`config.mk`:
```
export PLATFORM = sky130hd
export DESIGN_NAME = dmem_port_sequencer_flat
export DESIGN_NICKNAME = d
export VERILOG_FILES = /design/src/rtl/dmem_seq_pkg.sv /design/src/rtl/dmem_port_sequencer_if.sv /design/src/rtl/dmem_lane_pick.sv /design/src/rtl/dmem_port_sequencer.sv /design/src/flat_wrapper.sv
export SDC_FILE = /design/constraint.sdc
export NUM_CORES = 1
export LEC_CHECK = 0
export CAP_MARGIN = 40
export CORE_AREA = 2 2 190 192
export CTS_CLUSTER_DIAMETER = 60
export DETAILED_ROUTE_END_ITERATION = 16
export DIE_AREA = 0 0 192 194
export PLACE_DENSITY = 0.62
export SLEW_MARGIN = 10
export SYNTH_ARGS = -nofsm -noshare
export SYNTH_HDL_FRONTEND = slang
export SYNTH_SLANG_ARGS = --single-unit
```
`constraint.sdc`:
```
create_clock -name clk -period 3.4 [get_ports clk]
set_input_delay 0.68 -clock clk [delete_from_list [all_inputs] [get_ports clk]]
set_output_delay 0.68 -clock clk [all_outputs]
set_load 0.05 [all_outputs]
```
`src/rtl/dmem_seq_pkg.sv`:
```
// Shared types and default sizes for the data-memory port sequencer.
// The lane-index type is also meant for the writeback arbiter.
package dmem_seq_pkg;

  localparam int DEF_LANES = 4;
  localparam int DEF_AW    = 32;
  localparam int DEF_DW    = 32;

  typedef enum logic [1:0] {
    IDLE    = 2'd0,
    ISSUE   = 2'd1,
    WAIT    = 2'd2,
    RELEASE = 2'd3
  } state_e;

  typedef logic [$clog2(DEF_LANES)-1:0] lane_idx_t;

endpackage

```
`src/rtl/dmem_port_sequencer_if.sv`:
```
// Single-ported data-memory bus between the sequencer (master) and the memory (slave).
interface dmem_port_sequencer_if
  import dmem_seq_pkg::*;
#(
  parameter int AW = DEF_AW,
  parameter int DW = DEF_DW
);

  // mem_en is a one-cycle strobe with no ready: a write is complete at the end of
  // its strobe cycle, and read data is valid on mem_rdata exactly MEM_LAT cycles later.
  logic          mem_en;
  logic          mem_we;
  logic [AW-1:0] mem_addr;
  logic [DW-1:0] mem_wdata;
  logic [DW-1:0] mem_rdata;

  modport master (
    output mem_en,
    output mem_we,
    output mem_addr,
    output mem_wdata,
    input  mem_rdata
  );

  modport slave (
    input  mem_en,
    input  mem_we,
    input  mem_addr,
    input  mem_wdata,
    output mem_rdata
  );

endinterface

```
`src/rtl/dmem_lane_pick.sv`:
```
// Lowest-set-bit priority encoder: returns the oldest requesting lane.
module dmem_lane_pick #(
  parameter int N = 4
) (
  input  logic [N-1:0]         req_i,
  output logic [$clog2(N)-1:0] idx_o,
  output logic                 any_o
);

  localparam int LW = $clog2(N);

  always_comb begin
    idx_o = '0;
    any_o = |req_i;
    // Scanning downwards lets the lowest set bit overwrite higher ones.
    for (int k = N - 1; k >= 0; k--) begin
      if (req_i[k]) idx_o = LW'(k);
    end
  end

endmodule

```
`src/rtl/dmem_port_sequencer.sv`:
```
// Serializes the M-stage lanes' loads/stores onto one data-memory port, stalling the group.
// Optional build macro DMEM_FASTPATH_EN: a lone store issues from IDLE without stalling.
module dmem_port_sequencer
  import dmem_seq_pkg::*;
#(
  parameter int LANES   = DEF_LANES,
  parameter int AW      = DEF_AW,
  parameter int DW      = DEF_DW,
  parameter int MEM_LAT = 1
) (
  input  logic                  clk,
  input  logic                  reset,
  input  logic                  grp_valid,
  input  logic [LANES-1:0]      req_valid,
  input  logic [LANES-1:0]      req_write,
  input  logic [LANES*AW-1:0]   req_addr,
  input  logic [LANES*DW-1:0]   req_wdata,
  output logic                  stall_o,
  output logic [LANES*DW-1:0]   rdata_o,
  output state_e                state_o,
  dmem_port_sequencer_if.master mem
);

  localparam int LW = $clog2(LANES);
  localparam int CW = $clog2(MEM_LAT + 1);

  state_e               state_q, state_d;
  logic [LANES-1:0]     pend_q, pend_d;
  logic [LW-1:0]        lane_q, lane_d;
  logic [CW-1:0]        cnt_q, cnt_d;
  logic [LANES*DW-1:0]  rdata_q, rdata_d;

  logic [LANES-1:0]     pick_in;
  logic [LANES-1:0]     lane_mask;
  logic [LW-1:0]        pick_idx;
  logic                 pick_any;

  logic                 stall_c;
  logic                 en_c;
  logic                 we_c;
  logic [AW-1:0]        addr_c;
  logic [DW-1:0]        wdata_c;

  // In IDLE the encoder looks at the live request (fast path); afterwards at the captured set.
  assign pick_in = (state_q == IDLE) ? req_valid : pend_q;

  dmem_lane_pick #(.N(LANES)) u_pick (
    .req_i (pick_in),
    .idx_o (pick_idx),
    .any_o (pick_any)
  );

  always_comb begin
    lane_mask           = '0;
    lane_mask[pick_idx] = 1'b1;
  end

  always_comb begin
    state_d = state_q;
    pend_d  = pend_q;
    lane_d  = lane_q;
    cnt_d   = cnt_q;
    rdata_d = rdata_q;
    stall_c = 1'b0;
    en_c    = 1'b0;
    we_c    = 1'b0;
    addr_c  = '0;
    wdata_c = '0;

    case (state_q)
      IDLE: begin
        if (grp_valid && (|req_valid)) begin
`ifdef DMEM_FASTPATH_EN
          if ($onehot(req_valid) && req_write[pick_idx]) begin
            en_c    = 1'b1;
            we_c    = 1'b1;
            addr_c  = req_addr[pick_idx*AW +: AW];
            wdata_c = req_wdata[pick_idx*DW +: DW];
          end else begin
            stall_c = 1'b1;
            pend_d  = req_valid;
            state_d = ISSUE;
          end
`else
          stall_c = 1'b1;
          pend_d  = req_valid;
          state_d = ISSUE;
`endif
        end
      end

      ISSUE: begin
        stall_c = 1'b1;
        if (pick_any) begin
          en_c    = 1'b1;
          we_c    = req_write[pick_idx];
          addr_c  = req_addr[pick_idx*AW +: AW];
          wdata_c = req_wdata[pick_idx*DW +: DW];
          lane_d  = pick_idx;
          pend_d  = pend_q & ~lane_mask;
          if (req_write[pick_idx]) begin
            state_d = (pend_d == '0) ? RELEASE : ISSUE;
          end else begin
            cnt_d   = CW'(MEM_LAT);
            state_d = WAIT;
          end
        end else begin
          state_d = RELEASE;
        end
      end

      WAIT: begin
        stall_c = 1'b1;
        cnt_d   = cnt_q - CW'(1);
        // The counter reads 1 in exactly the cycle the memory presents the word.
        if (cnt_q == CW'(1)) begin
          rdata_d[lane_q*DW +: DW] = mem.mem_rdata;
          state_d = (|pend_q) ? ISSUE : RELEASE;
        end
      end

      RELEASE: begin
        state_d = IDLE;
      end

      default: begin
        state_d = IDLE;
      end
    endcase

    // A reset cycle must never strobe memory or hold the pipeline.
    if (!reset) begin
      stall_c = 1'b0;
      en_c    = 1'b0;
      we_c    = 1'b0;
      addr_c  = '0;
      wdata_c = '0;
    end
  end

  always_ff @(posedge clk) begin
    if (!reset) begin
      state_q <= IDLE;
      pend_q  <= '0;
      lane_q  <= '0;
      cnt_q   <= '0;
      rdata_q <= '0;
    end else begin
      state_q <= state_d;
      pend_q  <= pend_d;
      lane_q  <= lane_d;
      cnt_q   <= cnt_d;
      rdata_q <= rdata_d;
    end
  end

  assign stall_o       = stall_c;
  assign rdata_o       = rdata_q;
  assign state_o       = state_q;
  assign mem.mem_en    = en_c;
  assign mem.mem_we    = we_c;
  assign mem.mem_addr  = addr_c;
  assign mem.mem_wdata = wdata_c;

endmodule
```
`src/flat_wrapper.sv`:
```
// flat-port wrapper written by rule: the top's interface ports become plain ports
module dmem_port_sequencer_flat import dmem_seq_pkg::*;
#(
  parameter int LANES   = DEF_LANES,
  parameter int AW      = DEF_AW,
  parameter int DW      = DEF_DW,
  parameter int MEM_LAT = 1
)
  (clk, reset, grp_valid, req_valid, req_write, req_addr, req_wdata, stall_o, rdata_o, state_o, mem_mem_en, mem_mem_we, mem_mem_addr, mem_mem_wdata, mem_mem_rdata);
  dmem_port_sequencer_if #(.AW(AW), .DW(DW)) mem_i ();
  input  logic clk;
  input  logic reset;
  input  logic grp_valid;
  input  logic [LANES-1:0] req_valid;
  input  logic [LANES-1:0] req_write;
  input  logic [LANES*AW-1:0] req_addr;
  input  logic [LANES*DW-1:0] req_wdata;
  output logic stall_o;
  output logic [LANES*DW-1:0] rdata_o;
  output state_e state_o;
  output wire logic [$bits(mem_i.mem_en)-1:0] mem_mem_en;
  output wire logic [$bits(mem_i.mem_we)-1:0] mem_mem_we;
  output wire logic [$bits(mem_i.mem_addr)-1:0] mem_mem_addr;
  output wire logic [$bits(mem_i.mem_wdata)-1:0] mem_mem_wdata;
  input wire logic [$bits(mem_i.mem_rdata)-1:0] mem_mem_rdata;
  assign mem_mem_en = mem_i.mem_en;
  assign mem_mem_we = mem_i.mem_we;
  assign mem_mem_addr = mem_i.mem_addr;
  assign mem_mem_wdata = mem_i.mem_wdata;
  assign mem_i.mem_rdata = mem_mem_rdata;
  dmem_port_sequencer #(.LANES(LANES), .AW(AW), .DW(DW), .MEM_LAT(MEM_LAT)) u_core (.clk(clk), .reset(reset), .grp_valid(grp_valid), .req_valid(req_valid), .req_write(req_write), .req_addr(req_addr), .req_wdata(req_wdata), .stall_o(stall_o), .rdata_o(rdata_o), .state_o(state_o), .mem(mem_i));
endmodule
```
Word level (Yosys, flattened, before mapping)
Cells that the tools add are included.

cells by class
  bitwise gates (word level) = 2
  reductions and logical operators = 15
  $lt $le $gt $ge = 2
  add/sub/neg operators = 2
  equal/unequal tests = 7
  shifts and indexed selects = 4
  multiplexer cells = 38

operator list
  cell                         count
  $shiftx A128 B8 Y32          2
  $mux W32                     6
  $bwmux W128                  1
  $shift A32 B34 Y128 const A  1
  $shiftx A32 B34 Y128         1
  $neg A7 Y34                  1
  $mux W2                      10
  $mux W1                      12
  $mux W4                      3
  $reduce_or A4 Y1             3
  $pmux W2 S4                  1
  $pmux W4 S2                  1
  $reduce_and A2 Y1            3
  $reduce_and A3 Y1            2
  $and A4 B4 Y4                1
  $eq A2 B2 Y1 const B         2
  $logic_not A4 Y1             1
  $ne A2 B1 Y1 const B         2
  $ne A2 B2 Y1 const B         2
  $not A4 Y4                   1
  $pmux W1 S2                  2
  $reduce_bool A2 Y1           2
  $lt A2 B3 Y1 const B         1
  $bmux W1 S2                  1
  7 further kinds              8

word-level totals
  input port bits = 299
  word-level logic and storage cells = 75
  output and inout bits = 197
  flip-flop bits (word level) = 137

Longest topological paths before layout
Gate-level depths: netlist (run 1).

  depth in word-level cells = 17
  depth in mapped cells = 9
  gate-level depth less buffers = 7

Cells and area by module
A second synthesis (run 1) with hierarchy kept.

unflattened totals
  cells, all modules = 675
  area total of the unflattened synthesis = 7300.8 um2

modules (own cells, without submodules)
  module               instances  cells an instance  seq. area each (um2)  area an instance (um2)
  dmem_port_sequencer  1          668                2742.6                7265.7
  dmem_lane_pick       1          7                  0.0                   35.0

Worst setup path before layout (run 1)
Ideal clock, no wire load.

  kind = reg-to-output
  start point = register u_core.state_q[0] (netlist: u_core.state_o[0])
  end point = output port mem_mem_addr[13]
  arrival = 3.022 ns
  buffers on the path = 3
  cell stages (with the launch flop) = 10
  path slack = -0.302 ns
  data required time = 2.720 ns
  cell sequence = dfxtp_1 -> inv_1 -> ha_1 -> buf_4 -> nor4b_1 -> a31o_2 -> buf_2 -> buf_1 -> a222oi_1 -> a21oi_1

on the way
  longest elaborated chain between the ends = 10
  elaborated cells between the ends (all ways) = 12
  those cells by class = eq/ne: 1; shift: 1; mux: 8; reduce/logical: 2

ends and longest elaborated chain
  what                      RTL line                    source
  start: declaration        dmem_port_sequencer.sv:27   state_e state_q, state_d;
  start signal: assignment  dmem_port_sequencer.sv:149  state_q <= state_d;
  $logic_not A2 Y1          dmem_port_sequencer.sv:45   assign pick_in = (state_q == IDLE) ? req_valid : pend_q;
  $mux W4                   dmem_port_sequencer.sv:45
  $mux W2 (4 in series)     dmem_lane_pick.sv:17        if (req_i[k]) idx_o = LW'(k);
  $shiftx A128 B8 Y32       dmem_port_sequencer.sv:97   addr_c = req_addr[pick_idx*AW +: AW];
  $mux W32                  dmem_port_sequencer.sv:94   if (pick_any) begin
  $mux W32 (*)              dmem_port_sequencer.sv:70   case (state_q)
  $mux W32 (*)              dmem_port_sequencer.sv:132  if (!reset) begin
  end: declaration          flat_wrapper.sv:23          output wire logic [$bits(mem_i.mem_addr)-1:0] mem_mem_addr;

Every way passes the cells marked *; elsewhere a longest branch is shown, timed or not.

Worst setup path after layout (run 1)
  start point = register u_core.state_q[1] (netlist: u_core.state_o[1])
  end point = output port mem_mem_wdata[16]

on the way
  longest elaborated chain between the ends = 10
  elaborated cells between the ends (all ways) = 12
  those cells by class = eq/ne: 1; shift: 1; mux: 8; reduce/logical: 2

ends and longest elaborated chain
  what                   RTL line                    source
  $logic_not A2 Y1       dmem_port_sequencer.sv:45
  $mux W4                dmem_port_sequencer.sv:45
  $mux W2 (4 in series)  dmem_lane_pick.sv:17
  $shiftx A128 B8 Y32    dmem_port_sequencer.sv:98   wdata_c = req_wdata[pick_idx*DW +: DW];
  $mux W32               dmem_port_sequencer.sv:94
  $mux W32 (*)           dmem_port_sequencer.sv:70
  $mux W32 (*)           dmem_port_sequencer.sv:132
  end: declaration       flat_wrapper.sv:24          output wire logic [$bits(mem_i.mem_wdata)-1:0] mem_mem_wdata;

Marked as above.

==> results of run 1 <==
[area by class of cell]
cell class	instances	area, sq um
Timing Repair Buffer	565	6350
Tap cell	461	577
Clock inverter	12	176
Antenna cell	6	15.0
Multi-Input combinational cell	553	4110
Inverter	12	48.8
Fill cell	3429	20800
Clock buffer	19	433
Sequential cell	137	2750
[power by group through the flow]
stage	Sequential, W	Combinational (W)	Clock [W]
2_1_floorplan	0.00177	0.00204	0
3_3_place_gp	0.00175	0.00374	0
3_5_place_dp	0.00175	0.00377	0
4_1_cts	0.00172	0.00380	0.00197
5_1_grt	0.00173	0.00409	0.00203
6_report	0.00172	0.00389	0.00193
[registers in the layout, summed over array words and instances, names as in the netlist]
register	flops
u_core.cnt_q	1
u_core.lane_q	2
u_core.pend_q	4
u_core.rdata_o	128
u_core.state_o	2
[what timing repair did]
item,CTS,global route
cloned,0,3
buffers inserted,0,8
gates resized for setup,6,10
pin swaps,1,13
endpoints found under the setup margin,66,63
[routing by layer]
metal  up-vias  share of wire [%]
met4         4                1.3
li1       3975                  -
met2       428                 50
met1      4242                 40
met3        35                9.0
met5         -              0.063
[through the flow]
step                      area, sq um  power [W]  TNS (ns)  std cells
after detailed placement        13700    0.00552   -0.0243       1717
after global routing            14500    0.00785    -0.186       1763
final                           14500    0.00754         0       1765
after floorplan                  7180    0.00381   -0.0496        781
after CTS                       14300    0.00749         0       1748
after global placement          13700    0.00549         0       1717
[worst paths after layout]
check | from | to | cells past startpoint
max | u_core.state_o[1]$_SDFFE_PN0P_ | mem_mem_wdata[16] | 11
min | u_core.rdata_o[33]$_SDFFE_PN0P_ | u_core.rdata_o[33]$_SDFFE_PN0P_ | 2
max reg2reg | u_core.state_o[1]$_SDFFE_PN0P_ | u_core.state_o[1]$_SDFFE_PN0P_ | 9
min reg2reg | u_core.rdata_o[33]$_SDFFE_PN0P_ | u_core.rdata_o[33]$_SDFFE_PN0P_ | 2
[cell usage after synthesis (5+ instances only)]
| cell type | count | area share, % |
|---|---|---|
| sky130_fd_sc_hd__a21oi_1 | 73 | 5.6 |
| sky130_fd_sc_hd__a222oi_1 | 64 | 9.7 |
| sky130_fd_sc_hd__a22oi_1 | 128 | 15 |
| sky130_fd_sc_hd__buf_1 | 6 | 0.34 |
| sky130_fd_sc_hd__buf_2 | 26 | 2.0 |
| sky130_fd_sc_hd__buf_6 | 7 | 1.2 |
| sky130_fd_sc_hd__clkbuf_1 | 39 | 2.2 |
| sky130_fd_sc_hd__dfxtp_1 | 137 | 42 |
| sky130_fd_sc_hd__ha_1 | 9 | 1.7 |
| sky130_fd_sc_hd__inv_1 | 11 | 0.63 |
| sky130_fd_sc_hd__nand2_1 | 78 | 4.5 |
| sky130_fd_sc_hd__nor2_1 | 141 | 8.1 |
| sky130_fd_sc_hd__o211ai_1 | 5 | 0.57 |
[cells by family after synthesis]
kind of cell / count (synthesis) / share of synthesized area, %
flip-flops: 137 / 41.7
AO/OA/AOI/OAI: 297 / 33.8
buffers and inverters: 91 / 6.55
adder cells (fa/ha/maj): 9 / 1.71
multiplexers: 3 / 0.476
AND/OR/NAND/NOR: 244 / 15.7
[worst register-to-register path: stages (launching register included)]
cell and delay (ns):
sky130_fd_sc_hd__dfxtp_4 0.36, sky130_fd_sc_hd__inv_4 0.04, sky130_fd_sc_hd__ha_4 0.18, sky130_fd_sc_hd__buf_4 0.18
sky130_fd_sc_hd__nand3b_1 0.16, sky130_fd_sc_hd__o31ai_4 0.13, sky130_fd_sc_hd__a211oi_1 0.45, sky130_fd_sc_hd__o21ai_1 0.21
sky130_fd_sc_hd__buf_4 0.19, sky130_fd_sc_hd__o41a_1 0.42
==> impl_results.rst, run 1 <==
.. list-table::
   :header-rows: 1

   * - Metric
     - Value
   * - Fmax
     - roughly 300 MHz
   * - Synthesis-stage register bit count
     - between 100 and 150
   * - Cell row count
     - between 60 and 70
   * - Setup repair after global routing missed its margin
     - yes
   * - Global-route usage over all layers
     - around a fifth
   * - Sum of overflow across all layers after global routing
     - 0
   * - Worst hold margin
     - 0.506 ns
   * - Top cell by count, worst path
     - sky130_fd_sc_hd__buf_12
   * - Leading cell type in the layout, fill and taps excluded
     - sky130_fd_sc_hd__clkdlybuf4s50_1
   * - Vias per cell
     - between 4 and 5
   * - X dimension of the die
     - around 190 microns
   * - Slowest cell on crit path
     - sky130_fd_sc_hd__a222oi_1
   * - Share of cells above drive strength 1
     - approximately a fifth
   * - Dominant delay contributor by cell family on the critical path
     - compound AO/OA/AOI/OAI gates
   * - Register-to-register path setup slack
     - between 0.9 and 1 ns
   * - Leakage power figure
     - 5.03 nW
   * - Final worst clock skew
     - approximately 0.011 ns
   * - Total count of max-transition violations in the final report
     - 0
   * - Syn avg cell area
     - 8.41 sq um
   * - Power dissipated by switching net loads
     - 0.00295 W
   * - Global-route wire length before repair
     - 55,500 microns
   * - Period utilisation layout
     - a little over nine tenths
   * - IR drop worst, VDD
     - 0.317 mV
   * - Class of the tightest hold or removal check
     - reg -> reg
   * - Worst rel slew slack
     - between 40% and 50%
   * - Power per cell area
     - roughly 520 mW/mm^2
   * - Critical Path RT
     - 2.72 ns
   * - Buffer depth of the longest clock path
     - 2
   * - Sort of element at the start of the critical path
     - flop
   * - Mapped Nets
     - between 1k and 1.5k
   * - Initial DRC count
     - 718
   * - Path type of the worst setup path
     - reg -> out
   * - Ys async rst share
     - 0%
   * - Clock edge transition at the registers on the reported setup and hold paths
     - 0.06 ns
   * - Leading cell types in the layout, fill and taps excluded
     - sky130_fd_sc_hd__clkdlybuf4s50_1, sky130_fd_sc_hd__nor2_1, sky130_fd_sc_hd__dfxtp_1
   * - Skew-Pair Late Insertion Delay
     - 0.42 ns
   * - Number of hold-slack violations in the final timing report
     - 0
   * - Die Height
     - slightly below 200 microns
   * - Critical path's largest stage delay
     - about 0.55 ns
   * - Final critical path time including I/O delays and setup
     - about 3.4 ns
   * - Antenna violations before repair
     - 10
   * - Setup slack of the critical path after layout
     - 0.0387 ns
   * - Final #Nets
     - 1,594
   * - Met3 Use GR
     - 5.86%
   * - Die footprint
     - 0.0372 sq mm
   * - Outcome
     - finished clean
   * - GPL Wtd Cong
     - about 0.94
   * - Met1 Resource Use GR
     - roughly a quarter
   * - Max Cap Violations
     - 0
   * - Portion of total power attributed to combinational logic
     - 51.6%
   * - Cell area after synthesis
     - around 0.0066 sq mm
   * - Global routing's busiest layer
     - met2
   * - Wire length reported by the detailed router
     - 39,700 microns
   * - Critical path data arrival time
     - ~2.7 ns
   * - Number of port buffers
     - slightly below 500
   * - Number of buffers and inverters on the critical path
     - 5
   * - DRC violations left
     - 0
   * - EDFF count, synth
     - 0
   * - Final core area utilization
     - between 40% and 50%
   * - Total via count in the routed design
     - just under 9k
   * - Proportion of synthesized chip area in sequential cells
     - a little over two fifths
   * - Transition time at the pin with the least slew margin
     - between 0.7 and 0.8 ns
   * - Antenna-violating nets left
     - 0
   * - Placeable Area
     - 0.0352 sq mm
   * - Top-level I/O count
     - 496
   * - WL per Instance
     - between 20 and 25 microns
   * - Number of warnings reported in the yosys synthesis log
     - 0
   * - Post-detail-place hpwl
     - about 30,000 microns
   * - Clock tree from TritonCTS
     - built
   * - Clk network pwr share
     - 25.6%
   * - Area growth from synthesis to final layout
     - 120%
   * - Setup violation total in the final timing report
     - 0
   * - Maximum fanout along the worst path
     - 8
   * - Internal power contribution
     - 0.00459 W
   * - Count of hold-fix buffers inserted at cts
     - 0
   * - Mapped Cells
     - just under 800
   * - Worst setup slack after placement
     - -0.0243 ns
   * - Router iterations before antenna repair
     - 8
   * - Cells along the critical path
     - inv_4 -> ha_4 -> or3b_4 -> and2_4 -> a21oi_4 -> buf_6 -> buf_12 -> buf_12 -> a222oi_1 -> a21oi_4 -> buf_12
   * - Initial core utilization
     - 18.7%
   * - GRT met2 Usage
     - around a third
   * - Capturing element type of the critical path
     - primary output
   * - Relative contribution of sequential cells to total power
     - a little under a quarter
   * - Switching share of power
     - between 30% and 40%
   * - Count of cell types in the netlist
     - 54
   * - Number of global-route vias before repair
     - between 8k and 9k
   * - Number of buffers added by the clock tree synthesis step
     - 17
   * - Number of levels the H-tree was split into
     - 4
   * - Root buf cell
     - sky130_fd_sc_hd__clkbuf_16
   * - Clock sinks
     - roughly 140
   * - Largest net degree at the start of global routing
     - just over 70
   * - Most frequently used flop master after synthesis
     - sky130_fd_sc_hd__dfxtp_1
No activity file was read; power rests on OpenSTA's default activity.
==> run 2, diff against run 1 <==
--- a/config.mk
+++ b/config.mk
@@ -11,7 +11,6 @@
 export DETAILED_ROUTE_END_ITERATION = 16
 export DIE_AREA = 0 0 192 194
 export PLACE_DENSITY = 0.62
-export SLEW_MARGIN = 10
 export SYNTH_ARGS = -nofsm -noshare
 export SYNTH_HDL_FRONTEND = slang
 export SYNTH_SLANG_ARGS = --single-unit
==> results of run 2 <==
Same layout as run 1: the final DEF is identical, and so are final timing and power.
